===== src/rtl/demux16_8_buf_if.sv =====
// Producer/consumer bundle for demux16_8_buf.
// The bcast signal exists only when DEMUX_BCAST_EN is defined.
interface demux16_8_buf_if;
  logic [15:0]  in_data;
  logic [2:0]   in_sel;
  logic         in_valid;
  logic         in_ready;
  logic [127:0] out_bus;
  logic [7:0]   out_valid;
  logic [7:0]   out_ack;
  logic [15:0]  xfer_cnt;
`ifdef DEMUX_BCAST_EN
  logic         bcast;

  modport slave (
    input  in_data, in_sel, in_valid, out_ack, bcast,
    output in_ready, out_bus, out_valid, xfer_cnt
  );
  modport master (
    output in_data, in_sel, in_valid, out_ack, bcast,
    input  in_ready, out_bus, out_valid, xfer_cnt
  );
`else
  modport slave (
    input  in_data, in_sel, in_valid, out_ack,
    output in_ready, out_bus, out_valid, xfer_cnt
  );
  modport master (
    output in_data, in_sel, in_valid, out_ack,
    input  in_ready, out_bus, out_valid, xfer_cnt
  );
`endif
endinterface


===== src/rtl/demux16_8_buf.sv =====
// Registered 1-to-8 distributor of 16-bit words with per-channel valid/ack drain.
// Optional broadcast path enabled by defining DEMUX_BCAST_EN.
module demux16_8_buf (
  input  logic             clk,
  input  logic             rst_n,
  demux16_8_buf_if.slave   bus
);
  localparam int DATA_W = 16;
  localparam int NCH    = 8;

  logic [NCH-1:0]             w_free;
  logic [NCH-1:0]             w_wr;
  logic                       w_ready;
  logic                       w_accept;

  logic [NCH-1:0][DATA_W-1:0] r_bus_p1;
  logic [NCH-1:0]             r_vld_p1;
  logic [DATA_W-1:0]          r_cnt_p1;

  // A channel being drained this cycle can be refilled on the same edge.
  always_comb begin
    w_free   = ~r_vld_p1 | bus.out_ack;
    w_ready  = 1'b0;
    w_accept = 1'b0;
    w_wr     = '0;
`ifdef DEMUX_BCAST_EN
    if (bus.bcast) begin
      w_ready  = rst_n & (&w_free);
      w_accept = bus.in_valid & w_ready;
      w_wr     = {NCH{w_accept}};
    end else begin
      w_ready            = rst_n & w_free[bus.in_sel];
      w_accept           = bus.in_valid & w_ready;
      w_wr[bus.in_sel]   = w_accept;
    end
`else
    w_ready            = rst_n & w_free[bus.in_sel];
    w_accept           = bus.in_valid & w_ready;
    w_wr[bus.in_sel]   = w_accept;
`endif
  end

  // Capture stage: write wins over ack, so refill keeps valid high.
  always_ff @(posedge clk) begin
    if (!rst_n) begin
      r_bus_p1 <= '0;
      r_vld_p1 <= '0;
      r_cnt_p1 <= '0;
    end else begin
      for (int k = 0; k < NCH; k++) begin
        if (w_wr[k]) begin
          r_bus_p1[k] <= bus.in_data;
          r_vld_p1[k] <= 1'b1;
        end else if (bus.out_ack[k]) begin
          r_vld_p1[k] <= 1'b0;
        end
      end
      if (w_accept) begin
        r_cnt_p1 <= r_cnt_p1 + 16'd1;
      end
    end
  end

  assign bus.in_ready  = w_ready;
  assign bus.out_bus   = r_bus_p1;
  assign bus.out_valid = r_vld_p1;
  assign bus.xfer_cnt  = r_cnt_p1;

endmodule


===== src/flat_wrapper.sv =====
// flat-port wrapper written by rule: the top's interface ports become plain ports
module demux16_8_buf_flat 
  (clk, rst_n, bus_in_data, bus_in_sel, bus_in_valid, bus_out_ack, bus_in_ready, bus_out_bus, bus_out_valid, bus_xfer_cnt);
  demux16_8_buf_if bus_i ();
  input  logic clk;
  input  logic rst_n;
  input wire logic [$bits(bus_i.in_data)-1:0] bus_in_data;
  input wire logic [$bits(bus_i.in_sel)-1:0] bus_in_sel;
  input wire logic [$bits(bus_i.in_valid)-1:0] bus_in_valid;
  input wire logic [$bits(bus_i.out_ack)-1:0] bus_out_ack;
  output wire logic [$bits(bus_i.in_ready)-1:0] bus_in_ready;
  output wire logic [$bits(bus_i.out_bus)-1:0] bus_out_bus;
  output wire logic [$bits(bus_i.out_valid)-1:0] bus_out_valid;
  output wire logic [$bits(bus_i.xfer_cnt)-1:0] bus_xfer_cnt;
  assign bus_i.in_data = bus_in_data;
  assign bus_i.in_sel = bus_in_sel;
  assign bus_i.in_valid = bus_in_valid;
  assign bus_i.out_ack = bus_out_ack;
  assign bus_in_ready = bus_i.in_ready;
  assign bus_out_bus = bus_i.out_bus;
  assign bus_out_valid = bus_i.out_valid;
  assign bus_xfer_cnt = bus_i.xfer_cnt;
  demux16_8_buf u_core (.clk(clk), .rst_n(rst_n), .bus(bus_i));
endmodule

===== config.mk =====
export PLATFORM = sky130hd
export DESIGN_NAME = demux16_8_buf_flat
export DESIGN_NICKNAME = d
export VERILOG_FILES = /design/src/rtl/demux16_8_buf_if.sv /design/src/rtl/demux16_8_buf.sv /design/src/flat_wrapper.sv
export SDC_FILE = /design/constraint.sdc
export NUM_CORES = 1
export LEC_CHECK = 0
export ABC_AREA = 1
export CAP_MARGIN = 10
export CORE_MARGIN = 1
export CORE_UTILIZATION = 42
export CTS_CLUSTER_SIZE = 40
export DETAILED_ROUTE_END_ITERATION = 16
export HOLD_SLACK_MARGIN = 0.02
export PLACE_DENSITY = 0.71
export REMOVE_ABC_BUFFERS = 1
export SLEW_MARGIN = 20
export SYNTH_ARGS = -nofsm -noshare
export SYNTH_HDL_FRONTEND = slang
export SYNTH_SLANG_ARGS = --single-unit

===== constraint.sdc =====
create_clock -name clk -period 3.8 [get_ports clk]
set_input_delay 0.38 -clock clk [delete_from_list [all_inputs] [get_ports clk]]
set_output_delay 0.38 -clock clk [all_outputs]
set_load 0.01 [all_outputs]

==> impl_metrics.py <==
metrics = {
    "timing": {
        "timing.fmax_mhz": 350.1,
        "final_max_slew_viol_count": 0,
        "hold_slack_ns": 0.3297,
        "period_needed_ns": 2.856,
        "fin_crit_sh_pct": 75.16,
        "hold_violations": 0,
        "slew_headroom_pct": 29.69,
        "finalSetupViolCount": 0,
        "setup_tns_ns": 0,
        "rsz0062_at_grt": "no",
        "worstMarginPinSlew_ns": 1.049,
        "fin_worst_skew_ns": 0.008546,
        "setup_slack_ns": 0.9439,
    },
    "final_layout": {
        "diodes": 0,
        "final-seq-area_um2": 3043,
        "areaGrowthSynthToFinish_pct": 37.36,
        "num-fill-cells": 1438,
        "multi_input_area_um2": 3084,
        "nNetsFinal": 1131,
        "drive_above_1_share_pct": 4.766,
        "final_cells": 1323,
    },
    "global_routing": {
        "grt_pass1_vias": 5901,
        "grt_pass1_wl_mm": 32.51,
        "track_usage_pct": 26.22,
        "gr-total-overflow": 0,
        "antenna_found_initial": 0,
        "grt_max_degree": 124,
    },
    "clocking": {
        "tritoncts": "yes",
        "clk_path_buf_depth": 2,
        "clk_pin_slew_ns": 0.06,
        "clockRootBuffer": "clkbuf_16",
        "cts_hold_buf": 0,
        "insertion_delay_ns": 0.43,
        "numCtsBuffers": 17,
        "cts_resized": 0,
        "htree_levels": 4,
        "postCtsSetupBuffers": 0,
        "cts_sinks": 152,
    },
    "synthesis": {
        "synth-simple-area-share_pct": 43.20,
        "yosysWarnings": 0,
        "synth_edf_count": 0,
        "yosysMostFrequentCell": "nor2_1",
        "yosys_most_used_dff": "dfxtp_1",
        "syn_avg_cell_area_um2": 6.930,
        "synth.yosys.seq_area_share_pct": 46.08,
        "synth.top_cell.area_share_pct": 46.08,
        "synthCells": 953,
        "synthAdderAreaFrac_pct": 0.1895,
        "synth_area_leaders": "dfxtp_1, nor2_1, nand4_1, nand2_1, inv_1",
        "synth_seq_cells": 152,
        "synth.area.mux_share_pct": 0,
        "synthXorXnorAreaFrac_pct": 1.459,
        "synth.cell_area_um2": 6604,
        "yosysTopAreaCell": "dfxtp_1",
        "synth_top_family_by_area": "simple AND/OR/NAND/NOR gates",
        "ys_async_sr_fraction_pct": 0,
        "synth_compound_gate_area_share_pct": 1.667,
        "synthDistinctLibCells": 21,
        "synthTopCellsByCount": "nor2_1, nand2_1, dfxtp_1, nand4_1, inv_1",
    },
    "placed_design": {
        "dp_hpwl_mm": 13.35,
        "port_buffers": 182,
        "finalWeightedCongestion": 0.9143,
        "post-place-ws_ns": 0.8600,
        "dp_cells": 1292,
    },
    "floorplan": {
        "die_w_um": 127.4,
        "std_cell_rows": 45,
        "core_region_area_um2": 15260,
        "die_area_um2": 16230,
        "ios": 183,
        "dieHeight_um": 127.4,
        "initial_core_util_pct": 43.28,
    },
    "job": {
        "cap_violations": 0,
    },
    "critical_path": {
        "cpLargestDelayFamily": "buffers and inverters",
        "cpMostUsedCell": "clkdlybuf4s50_1",
        "required_ns": 3.42,
        "cp.arrival_ns": 2.48,
        "r2r_slack_ns": 1.79,
        "end_kind": "output pin",
        "cp_max_fo": 19,
        "max_stage_delay_ns": 0.58,
        "cp_slowest_cell": "clkdlybuf4s50_1",
        "path_cells": "clkdlybuf4s50_1, inv_1, nor2_2, buf_4, a21oi_1, nand3_1, nor2_4, clkdlybuf4s50_1",
        "path_buf_inv": 4,
        "critPathLaunchType": "input pin",
        "crit_type": "in -> out",
    },
    "pwr": {
        "power_density_nw_per_um2": 402.6,
        "leakage_uw": 0.003447,
        "worst_ir_drop_vdd_v": 0.0002969,
    },
    "detailed_routing": {
        "routedWlPerCell_um": 16.20,
        "dr.pass1.iters": 6,
        "ant_nets": 0,
        "dr.first_iter.drc_count": 585,
        "drc": 0,
        "via_per_inst": 5.183,
        "totalWireLength_mm": 21.43,
        "num_vias": 6857,
    },
    "outcome": {
        "status": "complete, no violations",
    },
    "hold_path": {
        "hold_class": "in -> reg",
    },
}
-- per-layer routing --
layer,track usage (%),vias up,routed length [um]
met4,11.34,0,580
met1,34.27,3141,9304
met5,0,-,0
li1,-,3398,-
met3,7.328,47,1724
met2,40.44,271,9816
-- final timing paths --
| path | start | to | cells past startpoint |
|---|---|---|---|
| setup / recovery | bus_in_sel[0] | bus_in_ready | 8 |
| hold reg to reg | u_core.bus.out_bus[4]$_SDFFE_PN0P_ | u_core.bus.out_bus[4]$_SDFFE_PN0P_ | 2 |
| hold / removal | rst_n | u_core.bus.out_bus[107]$_SDFFE_PN0P_ | 3 |
| setup reg to reg | u_core.bus.out_valid[5]$_SDFFE_PN0P_ | u_core.bus.out_bus[19]$_SDFFE_PN0P_ | 9 |
-- power by group --
| part | switching, uW | leakage [uW] | internal, uW |
|---|---|---|---|
| registers | 19.7 | 0.00123 | 1630 |
| logic | 235 | 0.00195 | 136 |
| clock network | 680 | 0.000267 | 956 |
-- final cells by class --
cell class              count  share of cell area (%)
clock buffers              18                   4.731
clock inverters            13                   1.462
inverters                  53                   2.193
multi-input cells         682                   34.00
flip-flops and latches    152                   33.54
well taps                 211                   2.910
repair buffers            194                   21.16
-- state kept, by name (all words and copies together) (netlist names) --
register,count
u_core.bus.out_bus,128
u_core.bus.out_valid,8
u_core.bus.xfer_cnt,16
-- per-stage QoR --
step	power [uW]	utilization (%)	instance area [um2]
finish	3652	59.45	9071
global route	3768	59.45	9071
CTS	3665	59.45	9071
detailed placement	2045	55.77	8509
global placement	2042	55.77	8509
floorplan	1836	-	6314
-- cell usage in the layout, fill, tap and decap left out, types with 2 or more instances in the layout --
cell type	instances
nor2_1	294
clkdlybuf4s50_1	180
nand2_1	173
dfxtp_1	152
nand4_1	130
inv_1	51
nand3_1	32
a21oi_1	20
clkbuf_16	17
buf_4	13
nor3_1	9
xor2_1	9
clkinv_2	5
nor2_4	4
clkinvlp_4	4
nor2_2	3
o21ai_0	2
clkinv_1	2
xnor2_1	2
bufinv_16	2
clkinv_4	2
-- tightest hold or removal path, stage by stage --
cell	delay (ns)
buf_4	0.21
nand2_1	0.10
nor2_1	0.03
-- kinds of logic after synthesis --
logic type,Yosys count
simple gates,648
flops,152
buf+inv,119
compound gates,22
xor+xnor,11
fa+ha+maj,1
No activity file was read; power rests on OpenSTA's default activity.
